<file path="src/rtl/seq_alu.sv">
// Registered ALU: single-cycle add/sub/compare and an iterative shift-add multiply
// producing a double-width product. Results and flags hold until the next completion.
module seq_alu #(
    parameter int WIDTH        = 8,
    parameter int OPCODE_WIDTH = 8
) (
    input  logic                    clock_in,
    input  logic                    reset_in,
    input  logic                    start_in,
    output logic                    ready_out,
    input  logic [OPCODE_WIDTH-1:0] opcode_in,
    input  logic [WIDTH-1:0]        alu_input1,
    input  logic [WIDTH-1:0]        alu_input2,
    output logic [WIDTH-1:0]        alu_output,
    output logic [WIDTH-1:0]        mult_high_out,
    output logic                    done_out,
    output logic                    illegal_op_out,
    output logic                    overflow_flag,
    output logic                    carry_flag,
    output logic                    zero_flag,
    output logic                    sign_flag,
    output logic                    parity_flag
);

    localparam int CNT_W = $clog2(WIDTH);

    localparam logic [OPCODE_WIDTH-1:0] OP_ADD  = OPCODE_WIDTH'(0);
    localparam logic [OPCODE_WIDTH-1:0] OP_SUB  = OPCODE_WIDTH'(1);
    localparam logic [OPCODE_WIDTH-1:0] OP_MUL  = OPCODE_WIDTH'(2);
    localparam logic [OPCODE_WIDTH-1:0] OP_EQ   = OPCODE_WIDTH'(3);
    localparam logic [OPCODE_WIDTH-1:0] OP_GT   = OPCODE_WIDTH'(4);
    localparam logic [OPCODE_WIDTH-1:0] OP_GTS  = OPCODE_WIDTH'(5);
    localparam logic [OPCODE_WIDTH-1:0] OP_ADDI = OPCODE_WIDTH'(9);
    localparam logic [OPCODE_WIDTH-1:0] OP_SUBI = OPCODE_WIDTH'(10);

    typedef enum logic {S_IDLE, S_MUL_RUN} state_t;

    function automatic logic add_ovf(input logic signed [WIDTH-1:0] a,
                                     input logic signed [WIDTH-1:0] b,
                                     input logic signed [WIDTH-1:0] r);
        return (a[WIDTH-1] == b[WIDTH-1]) && (r[WIDTH-1] != a[WIDTH-1]);
    endfunction

    function automatic logic sub_ovf(input logic signed [WIDTH-1:0] a,
                                     input logic signed [WIDTH-1:0] b,
                                     input logic signed [WIDTH-1:0] r);
        return (a[WIDTH-1] != b[WIDTH-1]) && (r[WIDTH-1] != a[WIDTH-1]);
    endfunction

    function automatic logic parity(input logic [WIDTH-1:0] v);
        return ^v;
    endfunction

    state_t                 state;
    logic [CNT_W-1:0]       count;
    logic [2*WIDTH-1:0]     mul_a_p0;
    logic [WIDTH-1:0]       mul_b_p0;
    logic [2*WIDTH-1:0]     acc_p0;
    logic [2*WIDTH-1:0]     partial;
    logic [2*WIDTH-1:0]     acc_next;

    logic signed [WIDTH-1:0] a_s;
    logic signed [WIDTH-1:0] b_s;
    logic [WIDTH:0]          sum_w;
    logic [WIDTH:0]          diff_w;
    logic [WIDTH-1:0]        alu_lo;
    logic                    alu_c, alu_v, alu_ill;

    logic                    accept, accept_mul, mul_last, wr_en;
    logic [WIDTH-1:0]        fin_lo, fin_hi;
    logic                    fin_c, fin_v, fin_z, fin_ill;

    assign a_s = alu_input1;
    assign b_s = alu_input2;

    assign accept     = start_in && ready_out;
    assign accept_mul = accept && (opcode_in == OP_MUL);
    assign mul_last   = (state == S_MUL_RUN) && (count == CNT_W'(WIDTH - 1));
    assign wr_en      = (accept && !accept_mul) || mul_last;

    always_comb begin
        sum_w   = {1'b0, alu_input1} + {1'b0, alu_input2};
        diff_w  = {1'b0, alu_input1} - {1'b0, alu_input2};
        alu_lo  = '0;
        alu_c   = 1'b0;
        alu_v   = 1'b0;
        alu_ill = 1'b0;
        case (opcode_in)
            OP_ADD, OP_ADDI: begin
                alu_lo = sum_w[WIDTH-1:0];
                alu_c  = sum_w[WIDTH];
                alu_v  = add_ovf(a_s, b_s, sum_w[WIDTH-1:0]);
            end
            OP_SUB, OP_SUBI: begin
                alu_lo = diff_w[WIDTH-1:0];
                alu_c  = diff_w[WIDTH];
                alu_v  = sub_ovf(a_s, b_s, diff_w[WIDTH-1:0]);
            end
            OP_EQ:   alu_lo = {{(WIDTH-1){1'b0}}, alu_input1 == alu_input2};
            OP_GT:   alu_lo = {{(WIDTH-1){1'b0}}, alu_input1 > alu_input2};
            OP_GTS:  alu_lo = {{(WIDTH-1){1'b0}}, a_s > b_s};
            OP_MUL:  alu_lo = '0;
            default: alu_ill = 1'b1;
        endcase
    end

    // One shift-add step per cycle; the last step's sum goes straight to the outputs.
    assign partial  = mul_b_p0[count] ? (mul_a_p0 << count) : '0;
    assign acc_next = acc_p0 + partial;

    always_comb begin
        if (state == S_MUL_RUN) begin
            fin_lo  = acc_next[WIDTH-1:0];
            fin_hi  = acc_next[2*WIDTH-1:WIDTH];
            fin_c   = |acc_next[2*WIDTH-1:WIDTH];
            fin_v   = |acc_next[2*WIDTH-1:WIDTH];
            fin_z   = (acc_next == '0);
            fin_ill = 1'b0;
        end else begin
            fin_lo  = alu_lo;
            fin_hi  = '0;
            fin_c   = alu_c;
            fin_v   = alu_v;
            fin_z   = (alu_lo == '0);
            fin_ill = alu_ill;
        end
    end

    // Stage p0: multiplier operands and accumulator (data only, no reset)
    always_ff @(posedge clock_in) begin
        if (accept_mul) begin
            mul_a_p0 <= {{WIDTH{1'b0}}, alu_input1};
            mul_b_p0 <= alu_input2;
            acc_p0   <= '0;
        end else if (state == S_MUL_RUN) begin
            acc_p0   <= acc_next;
        end
    end

    // Control and architectural result registers
    always_ff @(posedge clock_in) begin
        if (reset_in) begin
            state          <= S_IDLE;
            ready_out      <= 1'b1;
            count          <= '0;
            done_out       <= 1'b0;
            alu_output     <= '0;
            mult_high_out  <= '0;
            illegal_op_out <= 1'b0;
            overflow_flag  <= 1'b0;
            carry_flag     <= 1'b0;
            zero_flag      <= 1'b1;
            sign_flag      <= 1'b0;
            parity_flag    <= 1'b0;
        end else begin
            done_out <= wr_en;
            if (wr_en) begin
                alu_output     <= fin_lo;
                mult_high_out  <= fin_hi;
                illegal_op_out <= fin_ill;
                overflow_flag  <= fin_v;
                carry_flag     <= fin_c;
                zero_flag      <= fin_z;
                sign_flag      <= fin_lo[WIDTH-1];
                parity_flag    <= parity(fin_lo);
            end
            case (state)
                S_IDLE: begin
                    if (accept_mul) begin
                        state     <= S_MUL_RUN;
                        ready_out <= 1'b0;
                        count     <= '0;
                    end
                end
                S_MUL_RUN: begin
                    if (mul_last) begin
                        state     <= S_IDLE;
                        ready_out <= 1'b1;
                        count     <= '0;
                    end else begin
                        count     <= count + CNT_W'(1);
                    end
                end
            endcase
        end
    end

endmodule

</file>
<file path="config.mk">
export PLATFORM = sky130hd
export DESIGN_NAME = seq_alu
export DESIGN_NICKNAME = d
export VERILOG_FILES = /design/src/rtl/seq_alu.sv
export SDC_FILE = /design/constraint.sdc
export NUM_CORES = 1
export LEC_CHECK = 0
export ABC_AREA = 1
export CAP_MARGIN = 20
export CORE_UTILIZATION = 25
export CTS_CLUSTER_SIZE = 30
export DETAILED_ROUTE_END_ITERATION = 8
export GPL_TIMING_DRIVEN = 0
export PLACE_DENSITY = 0.54
export SLEW_MARGIN = 25
export SYNTH_ARGS = -nofsm -noshare
export SYNTH_HDL_FRONTEND = slang
export SYNTH_SLANG_ARGS = --single-unit
export TNS_END_PERCENT = 1
</file>
<file path="constraint.sdc">
create_clock -name clock_in -period 8.6 [get_ports clock_in]
set_input_delay 0.86 -clock clock_in [delete_from_list [all_inputs] [get_ports clock_in]]
set_output_delay 0.86 -clock clock_in [all_outputs]
set_load 0.01 [all_outputs]
</file>
* Yosys cells after proc, flatten, opt, wreduce, memory -nomap -nowiden
Index checks and enable logic that the tools add are counted.
** Cells by class
- Add/sub/neg operators :: 4
- Magnitude comparators :: 3
- Equality and inequality tests :: 15
- Shifts and indexed selects :: 1
- Multiplexer cells :: 22
- Bitwise operators :: 1
- Reduce and logical (&&, ||, !) cells :: 17
** Operator list (number)
- $pmux 8 s5 :: 1
- $add 16x16->16 :: 1
- $eq 8x2->1 const B :: 2
- $eq 8x3->1 const B :: 2
- $eq 8x4->1 const B :: 2
- $gt 8x8->1 :: 2
- $logic_not 16->1 :: 1
- $logic_not 8->1 :: 2
- $mux 16 :: 1
- $mux 8 :: 2
- $reduce_or 8->1 :: 2
- $shl 8x3->16 :: 1
- $mux 1 :: 10
- $add 8x8->9 :: 1
- $sub 8x8->9 :: 1
- $eq 8x1->1 const B :: 1
- $eq 8x8->1 :: 1
- $pmux 1 s2 :: 4
- $reduce_xor 8->1 :: 1
- $logic_and 1x1->1 :: 6
- $mux 3 :: 2
- $pmux 3 s2 :: 1
- $lt 3x4->1 const B :: 1
- $reduce_or 2->1 :: 2
- 11 further kinds :: 13
** Storage, ports and cells
- Flip-flop bits (word level) :: 60
- Input bits :: 27
- Output and inout bits :: 24

* Longest topological paths before layout
Gate-level depths: netlist (run 1).
- Depth in word-level cells :: 6
- Mapped depth :: 26
- Gate-level depth less buffers :: 25

* Worst setup path after synthesis (run 1)
OpenSTA, ideal clock, no wires.
- Kind :: register to register
- From :: register count[0]
- To :: register parity_flag
- Library setup time :: 0.109 ns
- Data arrival time :: 2.928 ns
- Required time :: 8.491 ns
- Slack :: 5.563 ns
- Stages on the path, launching flop included :: 23
- Buffers on the path :: 2
- Clock period less this slack :: 3.037 ns
- Cells stage by stage :: dfxtp_1 clkbuf_1 buf_1 o21ai_0 o21ai_0 nor2_1 o21ai_0 inv_1 ha_1 a21o_1 a21oi_2 nand2_1 or2_1 nand3_1 nand3_1 nand2_1 nand2_1 nand2_1 inv_1 nand2_1 nand3_1 nand2_1 inv_1
** On the way
- Cells in the longest elaborated chain, start to end :: 6
** Ends and longest elaborated chain
- start: declaration :: line 55 : logic [CNT_W-1:0] count;
- start signal: assignment :: line 181 : count <= count + CNT_W'(1);
- $bmux 1 s3 :: line 108 : assign partial = mul_b_p0[count] ? (mul_a_p0 << count) : '0;
- $mux 1 (implied by the code) :: line 108
- $mux 16 :: line 108
- $add 16x16->16 :: line 109 : assign acc_next = acc_p0 + partial;
- $mux 8 :: line 112 : if (state == S_MUL_RUN) begin
- $reduce_xor 8->1 :: line 51 : return ^v;
- end signal: assignment :: line 165 : parity_flag <= parity(fin_lo);
- end: declaration :: line 22 : output logic parity_flag
Several ways; a longest one is shown, not always the timed one. The select of a mux whose other input is x is not followed.
A chain may end at the register's enable or synchronous reset.

* Worst setup path in the final report (run 1)
- From :: register count[0]
- To :: register overflow_flag
** On the way
- Cells in the longest elaborated chain, start to end :: 6
** Ends and longest elaborated chain
- $bmux 1 s3 :: line 108
- $mux 1 (implied by the code) :: line 108
- $mux 16 :: line 108
- $add 16x16->16 :: line 109
- $reduce_or 8->1 :: line 116 : fin_v = |acc_next[2*WIDTH-1:WIDTH];
- $mux 1 :: line 112
- end signal: assignment :: line 161 : overflow_flag <= fin_v;
- end: declaration :: line 18 : output logic overflow_flag,
Several ways; a longest one is shown, not always the timed one. The select of a mux whose other input is x is not followed.

==> results.yml, run 1 <==
sta:
  min_period_over_period_pct: 44.2
  tns_ns: 0
  setup_violations: 0
  slew_headroom_pct: 61.3
  holdWs_ns: 0.475
  fin_worst_skew_ns: 0.0105
  fmax_mhz: 263
  report.final.hold_viol_count: 0
  worst_slew_pin_slew_ns: 0.581
  rsz0062_at_grt: "false"
  period_minus_slack_ns: 3.80
  slew_viol_final: 0
cells_and_area:
  final_cells: 981
  final_util_pct: 31.5
  n_fill_cell: 1938
  nets: 811
  area.growth.synth_to_final_pct: 23.4
  diodes: 0
  layout-drive-gt1-share_pct: 7.98
grt:
  grt_max_degree: 26
  grt-ovfl-total: 0
  grt_pass1_wl_um: 21800
  grt.total_usage_pct: 15.0
  grt_pass1_vias: 4332
  antenna_found_initial: 0
clocking:
  insertion_delay_ns: 0.33
  cts_root_buffer: "clkbuf_16"
  htree_levels: 3
  cts_buffer_depth: 2
  cts.sinks: 59
  postCtsHoldBufs: 0
  cts_made_buffers: 9
  cts_resized: 0
  clk_pin_slew_ns: 0.05
  cts_setup_buffers: 0
  cts_tree: "done"
detailed_routing:
  via_count: 4537
  drt_first_pass_iters: 4
  drtIter0Drc: 198
  drcViolationCount: 0
  wl_per_cell_um: 13.3
  antenna_left: 0
  routed_wl_um: 13100
  vias_per_cell: 4.62
floorplan:
  rows: 49
  initial_core_util_pct: 25.5
  die_w_um: 137
  io_pins: 51
  dieHeight_um: 137
  die-area_um2: 18900
  core_area_um2: 18000
synthesis:
  syn_nets: 751
  post_synth.cell_area_avg_um2: 6.67
  ys_ff_latch: 59
  synth-main-ff-cell: "dfxtp_1"
  synth.most_common_cell: "nand2_1"
  synth_top_area_share_pct: 18.8
  yosysWarnings: 0
  synth.area.top_cells: "dfxtp_1 (19%), nand2_1 (16%), edfxtp_1 (10%), ha_1 (9.0%), nand3_1 (6.4%)"
  synthArstFlopShare_pct: 0
  syn_area_um2: 4590
  seq_area_frac_synth_pct: 29.2
  synthCells: 688
  synth_top_cell_by_area: "dfxtp_1"
  yosys-top-cells-count: "nand2_1 (192), inv_1 (78), nand3_1 (59)"
  synth-edff-count: 16
  synth_cell_types: 44
setup_path:
  path_max_fanout: 10
  start_kind: "register"
  required_ns: 8.82
  criticalPathCategory: "reg -> reg"
  cp-end-kind: "register"
  arrival_ns: 4.02
power_and_ir_drop:
  powerDensity_nw_per_um2: 156
  p_leak_nw: 2.74
  ir_drop_uv: 80.7
  finalPower_mw: 0.882
placed_design:
  place.gp.congestion: 0.848
  io_buffer_count: 49
  hpwl_um: 10600
  placed_cells: 966
min_path:
  holdCritPathClass: "reg -> reg"
run:
  cap_violations: 0
outcome:
  status: "completed"
==> final timing paths <==
check | from | end | slack [ns] | cells after the start
worst max-delay path | count[0]$_SDFFE_PP0P_ | overflow_flag$_SDFFE_PP0P_ | 4.80 | 20
worst min-delay path | acc_p0[5]$_SDFFE_PP0P_ | acc_p0[5]$_SDFFE_PP0P_ | 0.48 | 2
worst max register to register | count[0]$_SDFFE_PP0P_ | overflow_flag$_SDFFE_PP0P_ | 4.80 | 20
worst min register to register | acc_p0[5]$_SDFFE_PP0P_ | acc_p0[5]$_SDFFE_PP0P_ | 0.48 | 2
==> cell type report <==
type                            instances  area (um2)  area share, %
Multi-Input combinational cell        523        2810           49.7
Sequential cell                        59        1340           23.7
Timing Repair Buffer                   49         490           8.67
Inverter                               83         312           5.51
Tap cell                              229         287           5.06
Clock buffer                           12         278           4.91
Buffer                                 23         119           2.10
Clock inverter                          3        17.5          0.310
==> flip-flops by register name (all words and copies together), names as in the netlist <==
register        count
overflow_flag       1
state               1
mult_high_out       8
carry_flag          1
illegal_op_out      1
acc_p0             16
mul_b_p0            8
mul_a_p0            8
parity_flag         1
ready_out           1
alu_output          8
done_out            1
count               3
zero_flag           1
==> stage by stage <==
step	instance area (um2)	setup WS [ns]
finish	5660	4.80
global route	5660	4.29
CTS	5660	4.79
detailed placement	5360	4.82
global placement	5360	4.87
floorplan	4590	5.56
==> critical path, stage by stage (launching register included) <==
cell	delay, ns
dfxtp_1	0.33
clkbuf_1	0.31
buf_1	0.38
o21ai_0	0.19
o21ai_0	0.30
nor2_1	0.06
o21ai_0	0.17
inv_1	0.07
ha_1	0.38
nand2_1	0.10
nor2_1	0.14
nand2_1	0.07
nand2_1	0.14
nand3_1	0.08
nand2_1	0.12
xor2_1	0.27
nand2_1	0.09
nor2_1	0.22
nand2_1	0.10
nand2_1	0.11
a21oi_1	0.08
==> routing by layer <==
metal	global-route usage (%)	up-vias	share of wire (%)	wire, um
li1	-	2383	-	-
met1	19.1	2067	47	6160
met2	25.7	74	49	6410
met3	1.77	13	2.1	274
met4	5.68	0	1.8	238
met5	0	-	0	0
==> where the power goes <==
part	internal (mW)	total [mW]	switching [mW]	leakage (nW)
clock network	0.226	0.357	0.130	0.150
registers	0.303	0.314	0.0113	0.498
logic	0.0849	0.211	0.126	2.10
==> cells by family (layout without fill, tap and decap cells) <==
group,Yosys count,after routing,synth area share (%)
AND/OR/NAND/NOR,350,350,33.4
AO/OA/AOI/OAI,120,120,14.2
flip-flops,59,59,29.2
buffers and inverters,106,170,9.39
multiplexers,2,2,0.437
adder cells (fa/ha/maj),36,36,10.3
XOR/XNOR,15,15,3.03
==> cells in the final DEF, fill, tap and decap left out, types with 2 or more instances in the layout <==
| cell | count |
|---|---|
| a21oi_1 | 43 |
| o21ai_0 | 57 |
| dfxtp_1 | 43 |
| nor2_2 | 2 |
| a21oi_2 | 2 |
| edfxtp_1 | 16 |
| nand4_1 | 7 |
| clkdlybuf4s50_1 | 49 |
| a31oi_1 | 3 |
| buf_4 | 5 |
| nor2_4 | 2 |
| clkbuf_8 | 2 |
| o21bai_1 | 2 |
| clkbuf_1 | 11 |
| o211ai_1 | 3 |
| clkbuf_16 | 10 |
| mux2i_1 | 2 |
| inv_2 | 5 |
| ha_1 | 33 |
| nand2_1 | 192 |
| nor3_1 | 6 |
| nand3_2 | 5 |
| xor2_1 | 9 |
| nor4_1 | 4 |
| or2_1 | 3 |
| buf_2 | 5 |
| fa_1 | 3 |
| xnor2_1 | 5 |
| or2_2 | 8 |
| inv_4 | 2 |
| inv_1 | 78 |
| nand3_1 | 59 |
| nand2_2 | 7 |
| o22ai_1 | 3 |
| nor2_1 | 52 |
Power figures use the tool's default switching activity.
==> inputs of run 2 (changes only) <==
- clock period: 8.6 -> 3.6 ns (I/O delays scaled with it)
==> run 2 against run 1 <==
Compared with the run above: utilization is 0.26 points higher; first-iteration DRC count is 2.0% higher; global-route usage hardly changed; cell area is 0.82% higher; die area stayed put; cell count stayed put; clock-buffer cell count stayed put; clock skew is 0.00059 ns lower; via count is 0.66% lower; total power is 140% higher; sequential cell count stayed put; sequential share of layout area is 0.13 points lower.
==> results.yml, run 2 (synthesized netlist as in run 1, its figures left out) <==
outcome:
  status: "completed"
sta:
  rsz0062_at_grt: "false"
  fmax_mhz: 307
  report.final.hold_viol_count: 0
  period_minus_slack_ns: 3.26
  min_period_over_period_pct: 90.5
  holdWs_ns: 0.445
  slew_viol_final: 0
  slew_headroom_pct: 62.0
  worst_slew_pin_slew_ns: 0.570
  fin_worst_skew_ns: 0.00988
  setup_violations: 0
detailed_routing:
  via_count: 4507
  highest_layer: "met4"
  routed_wl_um: 13100
  antenna_left: 0
  met3_length_um: 223
  wl_per_cell_um: 13.3
  wl_met1_um: 6160
  drt_first_pass_iters: 4
  drcViolationCount: 0
  vias_per_cell: 4.59
  drtIter0Drc: 202
  wl_met2_um: 6490
power_and_ir_drop:
  ir_drop_uv: 193
  swShare_pct: 30.5
  clock_power_share_pct: 40.4
  seq_power_share_pct: 35.5
  p_switching_mw: 0.645
  finalPower_mw: 2.11
  p_leak_nw: 2.76
  powerDensity_nw_per_um2: 371
  p_int_mw: 1.47
  pwr-share-comb_pct: 24.1
cells_and_area:
  area.growth.synth_to_final_pct: 24.4
  largest_register: "acc_p0"
  n_fill_cell: 1936
  nets: 811
  diodes: 0
  final_common_cell: "nand2_1"
  mostFrequentLayoutCells: "nand2_1 (190), inv_1 (77), nand3_1 (59)"
  layout-drive-gt1-share_pct: 9.71
  largest_reg_flops: 16
min_path:
  hold_depth: 4
  holdCritPathClass: "in -> reg"
setup_path:
  rr_worst_depth: 23
  slowest_delay_ns: 0.41
  criticalPathCategory: "reg -> reg"
  path_common_cell: "nand2_1"
  start_kind: "register"
  required_ns: 3.83
  cp-end-kind: "register"
  worstPathCellList: "inv_1, buf_2, o21ai_0, o22ai_1, nand2_2, nor3_2, ha_1, fa_1, nand3_1, nand3_2, nand2_1, nand2_1, or2_1, nand3_2, inv_1, a21oi_1, nand2_1, nand3_1, nand2_1, nand2_1, nand3_1, nand2_1, inv_1"
  path_max_fanout: 10
  arrival_ns: 3.49
  cp_slowest_cell: "dfxtp_1"
run:
  cap_violations: 0
floorplan:
  rows: 49
  core_area_um2: 18000
  die_w_um: 137
  dieHeight_um: 137
  die-area_um2: 18900
  initial_core_util_pct: 25.5
  io_pins: 51
clocking:
  postCtsHoldBufs: 0
  cts_tree: "done"
  cts_root_buffer: "clkbuf_16"
  clk_pin_slew_ns: 0.06
  cts_made_buffers: 9
  htree_levels: 3
  insertion_delay_ns: 0.33
  cts_buffer_depth: 2
  cts.sinks: 59
placed_design:
  place.gp.congestion: 0.848
  io_buffer_count: 49
  hpwl_um: 10600
grt:
  grt_pass1_vias: 4321
  grt_max_degree: 26
  grt-ovfl-total: 0
  antenna_found_initial: 0
  grt_pass1_wl_um: 21800
  grt.total_usage_pct: 15.0
## run 2: changes by cell type in the layout (fill, tap and decap cells not counted), moves of 2 or more
cell / before / now
clkbuf_1: 11 / 9
nand2_1: 192 / 190
nand2_2: 7 / 9
nor3_1: 6 / 4
nor3_2: 0 / 2
o21ai_0: 57 / 55
o21ai_1: 0 / 2
## run 2: path summary, 6_finish.rpt
path,start,end,slack [ns]
setup / recovery,count[1]$_SDFFE_PP0P_,parity_flag$_SDFFE_PP0P_,0.34
hold / removal,opcode_in[0],illegal_op_out$_SDFFE_PP0P_,0.44
setup reg to reg,count[1]$_SDFFE_PP0P_,parity_flag$_SDFFE_PP0P_,0.34
hold reg to reg,acc_p0[0]$_SDFFE_PP0P_,acc_p0[0]$_SDFFE_PP0P_,0.48
## run 2: cell type report
| type | count | area, um2 | share of cell area (%) |
|---|---|---|---|
| buffer | 22 | 120 | 2.11 |
| clock buffer | 12 | 278 | 4.87 |
| clock inverter | 3 | 17.5 | 0.307 |
| inverter | 83 | 315 | 5.53 |
| multi-input combinational | 523 | 2850 | 49.9 |
| sequential | 59 | 1350 | 23.6 |
| tap | 229 | 287 | 5.02 |
| timing repair buffer | 49 | 490 | 8.60 |
| timing repair inverter | 1 | 5.00 | 0.0877 |
## run 2: metal layers
| metal | global-route usage (%) | up-vias |
|---|---|---|
| li1 | - | 2382 |
| met1 | 19.1 | 2066 |
| met2 | 25.7 | 48 |
| met3 | 1.77 | 11 |
| met4 | 5.68 | 0 |
| met5 | 0 | - |
## run 2: critical path: cells and delay by family, from the launching register on
family | cells | cell delay, ns
DFF | 1 | 0.41
adders and majority gates | 2 | 0.62
AOI/OAI and AO/OA | 3 | 0.37
and+or+nand+nor | 14 | 1.41
buffers and inverters | 4 | 0.33
## run 2: power groups by stage
stage,clock network (mW),logic [mW],registers [mW]
6_report,0.854,0.509,0.751
5_1_grt,0.895,0.582,0.756
4_1_cts,0.863,0.505,0.753
3_5_place_dp,0,0.501,0.766
3_3_place_gp,0,0.500,0.766
2_1_floorplan,0,0.348,0.761
## run 2: what timing repair did
action                                  in CTS  in global routing
gates resized for setup                      1                 17
buffers inserted                             0                  0
cloned                                       0                  1
endpoints found under the setup margin       4                 11
## run 2: through the flow
stage / cell area [um2] / instances / setup slack [ns] / TNS (ns) / util, %
after floorplan: 4590 / 688 / 0.563 / 0 / -
after global placement: 5360 / 966 / -0.132 / -0.485 / 29.9
after detailed placement: 5360 / 966 / -0.183 / -0.656 / 29.9
after CTS: 5660 / 980 / 0.0468 / 0 / 31.5
after global routing: 5700 / 981 / 0.00830 / 0 / 31.8
final: 5700 / 981 / 0.341 / 0 / 31.8
